$ cat config.mk
export PLATFORM = sky130hd
export DESIGN_NAME = traffic_light_ctrl
export DESIGN_NICKNAME = d
export VERILOG_FILES = /design/src/rtl/traffic_pkg.sv /design/src/rtl/traffic_light_ctrl_phase_timer.sv /design/src/rtl/traffic_light_ctrl.sv
export SDC_FILE = /design/constraint.sdc
export NUM_CORES = 1
export LEC_CHECK = 0
export BUFFER_PORTS_ARGS = -buffer_cell sky130_fd_sc_hd__buf_2
export CAP_MARGIN = 20
export CELL_PAD_IN_SITES_DETAIL_PLACEMENT = 0
export CELL_PAD_IN_SITES_GLOBAL_PLACEMENT = 1
export CORE_MARGIN = 2
export CORE_UTILIZATION = 38
export DETAILED_ROUTE_END_ITERATION = 7
export PLACE_DENSITY = 0.88
export SYNTH_ARGS = -nofsm -noshare
export SYNTH_HDL_FRONTEND = slang
export SYNTH_HIERARCHICAL = 1
export SYNTH_SLANG_ARGS = --single-unit
$ cat constraint.sdc
create_clock -name clk -period 2.8 [get_ports clk]
set_input_delay 0.42 -clock clk [delete_from_list [all_inputs] [get_ports clk]]
set_output_delay 0.42 -clock clk [all_outputs]
set_load 0.03 [all_outputs]
$ cat src/rtl/traffic_pkg.sv
`default_nettype none
// ============================================================================
//  Module   : traffic_pkg
//  Brief    : Shared phase encodings, lamp constants, default phase durations
//             and the Moore lamp decode for the traffic light controller.
//  Revision : 1.0  initial release
// ============================================================================
package traffic_pkg;

  localparam int PHASE_W = 3;

  // Phase encodings; 3'd7 is unused and recovers through ALL_R2.
  localparam logic [PHASE_W-1:0] MAIN_G   = 3'd0;
  localparam logic [PHASE_W-1:0] MAIN_Y   = 3'd1;
  localparam logic [PHASE_W-1:0] ALL_R1   = 3'd2;
  localparam logic [PHASE_W-1:0] SIDE_G   = 3'd3;
  localparam logic [PHASE_W-1:0] SIDE_Y   = 3'd4;
  localparam logic [PHASE_W-1:0] ALL_R2   = 3'd5;
  localparam logic [PHASE_W-1:0] PED_WALK = 3'd6;

  // Lamp codes, {R,Y,G} one-hot.
  localparam logic [2:0] LIGHT_RED    = 3'b100;
  localparam logic [2:0] LIGHT_YELLOW = 3'b010;
  localparam logic [2:0] LIGHT_GREEN  = 3'b001;

  // Default phase durations in ticks.
  localparam int DEF_MAIN_GREEN = 20;
  localparam int DEF_SIDE_GREEN = 10;
  localparam int DEF_YELLOW     = 3;
  localparam int DEF_ALL_RED    = 2;
  localparam int DEF_WALK       = 8;

  typedef struct packed {
    logic [2:0] main_light;
    logic [2:0] side_light;
    logic       walk;
  } lamps_t;

  // Lamp pattern for each phase; anything unrecognised shows red both ways.
  function automatic lamps_t decode_lamps(input logic [PHASE_W-1:0] ph);
    lamps_t l;
    l.main_light = LIGHT_RED;
    l.side_light = LIGHT_RED;
    l.walk       = 1'b0;
    case (ph)
      MAIN_G:   l.main_light = LIGHT_GREEN;
      MAIN_Y:   l.main_light = LIGHT_YELLOW;
      SIDE_G:   l.side_light = LIGHT_GREEN;
      SIDE_Y:   l.side_light = LIGHT_YELLOW;
      PED_WALK: l.walk       = 1'b1;
      default:  ;
    endcase
    return l;
  endfunction

endpackage
`default_nettype wire

$ cat src/rtl/traffic_light_ctrl_phase_timer.sv
`default_nettype none
// ============================================================================
//  Module   : phase_timer
//  Brief    : 8-bit loadable down-counter that steps on tick and parks at 0.
//  Revision : 1.0  initial release
// ============================================================================
module phase_timer #(
  parameter logic [7:0] RESET_VAL = 8'd0
) (
  input  logic       clk,
  input  logic       reset,
  input  logic       load,
  input  logic [7:0] load_val,
  input  logic       tick_en,
  output logic [7:0] count,
  output logic       zero
);

  logic [7:0] r_count;

  // A load beats a tick; otherwise decrement on tick until the count hits 0.
  always_ff @(posedge clk or posedge reset) begin
    if (reset) begin
      r_count <= RESET_VAL;
    end else if (load) begin
      r_count <= load_val;
    end else if (tick_en && (r_count != 8'd0)) begin
      r_count <= r_count - 8'd1;
    end
  end

  assign count = r_count;
  assign zero  = (r_count == 8'd0);

endmodule
`default_nettype wire

$ cat src/rtl/traffic_light_ctrl.sv
`default_nettype none
// ============================================================================
//  Module   : traffic_light_ctrl
//  Brief    : Two-road intersection controller with demand-driven side phase
//             and a pedestrian walk phase that takes priority over side road.
//  Revision : 1.0  initial release
// ============================================================================
module traffic_light_ctrl
  import traffic_pkg::*;
#(
  parameter int MAIN_GREEN = DEF_MAIN_GREEN,
  parameter int SIDE_GREEN = DEF_SIDE_GREEN,
  parameter int YELLOW     = DEF_YELLOW,
  parameter int ALL_RED    = DEF_ALL_RED,
  parameter int WALK       = DEF_WALK
) (
  input  logic         clk,
  input  logic         reset,
  input  logic         tick,
  input  logic         side_req,
  input  logic         ped_req,
  output logic [2:0]   main_light,
  output logic [2:0]   side_light,
  output logic         walk,
  output logic         ped_wait,
  output logic [7:0]   remaining,
  output logic [2:0]   phase
);

  // Counter load values are duration minus one so each phase lasts N ticks.
  localparam logic [7:0] c_MAIN_LOAD = 8'(MAIN_GREEN - 1);
  localparam logic [7:0] c_SIDE_LOAD = 8'(SIDE_GREEN - 1);
  localparam logic [7:0] c_YEL_LOAD  = 8'(YELLOW - 1);
  localparam logic [7:0] c_RED_LOAD  = 8'(ALL_RED - 1);
  localparam logic [7:0] c_WALK_LOAD = 8'(WALK - 1);

  logic [PHASE_W-1:0] r_phase;
  logic               r_ped_wait;
  logic [PHASE_W-1:0] w_next_phase;
  logic               w_load;
  logic [7:0]         w_load_val;
  logic [7:0]         w_count;
  logic               w_zero;
  logic               w_expire;
  lamps_t             w_lamps;

  assign w_expire = tick & w_zero;

  // Next-phase selection; phases advance only when the countdown expires on a
  // tick, except an illegal encoding which recovers at once.
  always_comb begin
    w_next_phase = r_phase;
    case (r_phase)
      MAIN_G:   if (w_expire && (side_req || r_ped_wait)) w_next_phase = MAIN_Y;
      MAIN_Y:   if (w_expire) w_next_phase = ALL_R1;
      ALL_R1:   if (w_expire) w_next_phase = r_ped_wait ? PED_WALK : SIDE_G;
      SIDE_G:   if (w_expire) w_next_phase = SIDE_Y;
      SIDE_Y:   if (w_expire) w_next_phase = ALL_R2;
      PED_WALK: if (w_expire) w_next_phase = ALL_R2;
      ALL_R2:   if (w_expire) w_next_phase = MAIN_G;
      default:  w_next_phase = ALL_R2;
    endcase
  end

  // Reload the countdown with the new phase's duration on every phase change;
  // a main-green hold without demand never reloads, so remaining sits at 0.
  always_comb begin
    w_load     = (w_next_phase != r_phase);
    w_load_val = c_RED_LOAD;
    case (w_next_phase)
      MAIN_G:   w_load_val = c_MAIN_LOAD;
      MAIN_Y:   w_load_val = c_YEL_LOAD;
      SIDE_Y:   w_load_val = c_YEL_LOAD;
      SIDE_G:   w_load_val = c_SIDE_LOAD;
      PED_WALK: w_load_val = c_WALK_LOAD;
      default:  w_load_val = c_RED_LOAD;
    endcase
  end

  // Phase register.
  always_ff @(posedge clk or posedge reset) begin
    if (reset) begin
      r_phase <= MAIN_G;
    end else begin
      r_phase <= w_next_phase;
    end
  end

  // Pedestrian request latch: entering the walk phase clears it even if the
  // button is pressed on that same edge; presses during the walk are ignored.
  always_ff @(posedge clk or posedge reset) begin
    if (reset) begin
      r_ped_wait <= 1'b0;
    end else if ((w_next_phase == PED_WALK) && (r_phase != PED_WALK)) begin
      r_ped_wait <= 1'b0;
    end else if (ped_req && (r_phase != PED_WALK)) begin
      r_ped_wait <= 1'b1;
    end
  end

  phase_timer #(
    .RESET_VAL (c_MAIN_LOAD)
  ) u_timer (
    .clk      (clk),
    .reset    (reset),
    .load     (w_load),
    .load_val (w_load_val),
    .tick_en  (tick),
    .count    (w_count),
    .zero     (w_zero)
  );

  // Moore lamp decode straight from the phase register.
  always_comb begin
    w_lamps = decode_lamps(r_phase);
  end

  assign main_light = w_lamps.main_light;
  assign side_light = w_lamps.side_light;
  assign walk       = w_lamps.walk;
  assign ped_wait   = r_ped_wait;
  assign remaining  = w_count;
  assign phase      = r_phase;

endmodule
`default_nettype wire

==> results.txt <==
Worst R2R Path Depth: 10
Cell taking the most area after synthesis: dfrtp_1
Synth cell types: 49
Synth top area share: 0.231
Clk slew on worst S/H paths: 0.08 ns
Core footprint: 0.00245 sq mm
Commonest cells post-synth: nand2_1, dfrtp_1, nor2_1
Slew Limit Fails: 0
CP Launch Type: register
Ys Warns: 6
F_max: 407 MHz
Crit path top cell by count: a21oi_1
CP peak stage delay: 0.50 ns
DP HPWL: 1720 um
Final setup vio count: 0
Pin count of the biggest net entering global routing: 20
Nets@finish: 151
Critical Path Stages: 10
Cells along the critical path: inv_1 -> ha_1 -> or4b_4 -> nor2_2 -> and2_4 -> a21oi_1 -> a21oi_1 -> nor2b_1 -> a22oi_1 -> o41ai_1
RSZ-0062 raised after global routing: no
Post-synth EDFFs: 0
Sequential-to-total area share from yosys stat: 0.312
Top FF cell, synth: dfrtp_1
CTS Hold Bufs: 0
Syn_area_per_cell: 8.33 sq um
Power Density: 1100 mW/mm^2
Synth area leaders: dfrtp_1, dfstp_2, nand2_1
Initial antenna violation count: 0
Clock root cell: clkbuf_4
Synth Cell Area: 975 sq um
TritonCTS buffer count: 3
TritonRoute pass-1 iters: 4
Outcome: completed
FILL cells: 242
ANT cells: 0
CP endpoint kind: register
Area Growth Syn to Fin: 18.9%
HP Class: primary input to asynchronous set/reset pin
Max-capacitance violation count: 0
FF+latch count, synth: 12
Vias in the first global route: 843
Die Y: 54.6 um
Asr flop ratio synth: 1.00
Max clock buf depth: 2
Total grt overflow: 0
First-pass GRT wire length: 3570 um
Cell with the most instances after synthesis: nand2_1
Syn Inst Count: 117
Input/output buffers: 23
Placement Rows: 18
Die area: 0.00299 sq mm
Resized cells post-CTS: 0
Proportion of layout cells with a drive suffix above 1: 0.315
Maximum VDD drop: 0.580 mV
Detail Route Antenna Nets: 0
Via count: 932
Vias per Instance: 5.39
Clock Latency Late Sink: 0.28 ns
WL final: 2250 um
Avg WL per Cell: 13.0 um
Crit Path Category: register to register
Drt drc: 0
CTS tree: built
Max Fanout on Critical Path: 7
Final setup skew: 0.0105 ns
Period minus WS final: 2.46 ns
Final Hold Fails: 0
H-tree levels: 1
Sink Count: 12
Buf+Inv Stages, Crit Path: 1
Post-CTS Setup Bufs: 0
Fin util: 0.472
Worst path slowest cell: or4b_4
GPL Wtd Cong: 0.827
Least-Margin Pin Slew: 0.729 ns
Initial Util: 0.397
DR iter-0 viols: 11
Critical path required time: 2.95 ns
Crit share post-route: 0.878
Worst Path Arrival: 2.61 ns
Total negative slack: 0 ns
Leakage power: 0.492 nW
Delay-heaviest family, CP: simple AND/OR/NAND/NOR gates
IO Count: 24
Overall routing resource usage: 0.170
Slew headroom: 0.507
Die W: 54.6 um
[metal layers]
layer | GRT usage | vias up | part of all wire
met2 | 0.278 | 32 | 0.46
met1 | 0.209 | 431 | 0.47
met3 | 0.0410 | 3 | 0.057
met5 | 0 | - | 0
li1 | - | 466 | -
met4 | 0.0792 | 0 | 0.0093
[power by group]
part / switching (W) / internal, W
Combinational: 0.000496 / 0.000284
Clock: 0.0000590 / 0.0000791
Sequential: 0.0000937 / 0.000262
[per-stage QoR]
step           instance area (sq um)  worst slack, ns  hold slack, ns  power [W]  instances
6_report                        1160            0.341          0.0164    0.00127        173
4_1_cts                         1160            0.255          0.0167    0.00128        173
3_5_place_dp                    1120            0.260           0.322    0.00114        169
5_1_grt                         1160           0.0706         0.00932    0.00138        173
3_3_place_gp                    1120            0.356           0.321    0.00112        169
2_1_floorplan                    982            0.132           0.186   0.000945        119
[area by class of cell]
class | instances | area, sq um | area share
sequential | 12 | 304 | 0.262
inverter | 6 | 22.5 | 0.0194
multi-input combinational | 94 | 613 | 0.529
tap | 30 | 37.5 | 0.0324
clock buffer | 4 | 36.3 | 0.0313
timing repair buffer | 27 | 145 | 0.125
[cells in the final DEF, fill, tap and decap left out, types with 4 or more instances in the layout]
cell      n
a21oi_1   7
inv_1     6
nor2b_1   5
buf_2    23
nor2_1    8
nand3_1   4
nand2_1  13
o21ai_0   6
dfrtp_1   9
buf_4     4
[path summary, 6_finish.rpt]
check | to | slack, ns | from
worst max-delay path | u_timer/count[3]$_DFFE_PP0P_ | 0.34 | u_timer/count[0]$_DFFE_PP1P_
worst min-delay path | phase[2]$_DFF_PP0_ | 0.02 | reset
worst max register to register | u_timer/count[3]$_DFFE_PP0P_ | 0.34 | u_timer/count[0]$_DFFE_PP1P_
worst min register to register | u_timer/count[3]$_DFFE_PP0P_ | 0.57 | u_timer/count[3]$_DFFE_PP0P_
max in group asynchronous | u_timer/count[0]$_DFFE_PP1P_ | 2.43 | reset
min in group clk | ped_wait$_DFFE_PP0P_ | 0.45 | ped_req
[flip-flops by register name (all words and copies together), names as in the netlist]
register / flops
phase: 3
ped_wait: 1
u_timer/count: 8
[worst register-to-register path: stages (launching register included)]
cell     delay, ns
dfstp_2       0.38
inv_1         0.10
ha_1          0.16
or4b_4        0.50
nor2_2        0.27
and2_4        0.25
a21oi_1       0.07
a21oi_1       0.27
nor2b_1       0.08
a22oi_1       0.16
o41ai_1       0.10
[cells by family (layout without fill, tap and decap cells)]
group                    after synthesis  in the layout  share of synthesized area
AND/OR/NAND/NOR                       50             50                      0.295
buffers and inverters                 13             37                     0.0693
other                                  1              3                    0.00385
adder cells (fa/ha/maj)                2              2                     0.0257
AO/OA/AOI/OAI                         31             31                      0.212
flip-flops                            12             12                      0.312
XOR/XNOR                               5              5                     0.0449
multiplexers                           3              3                     0.0372
Note: power is estimated with default switching activity, not from simulation.
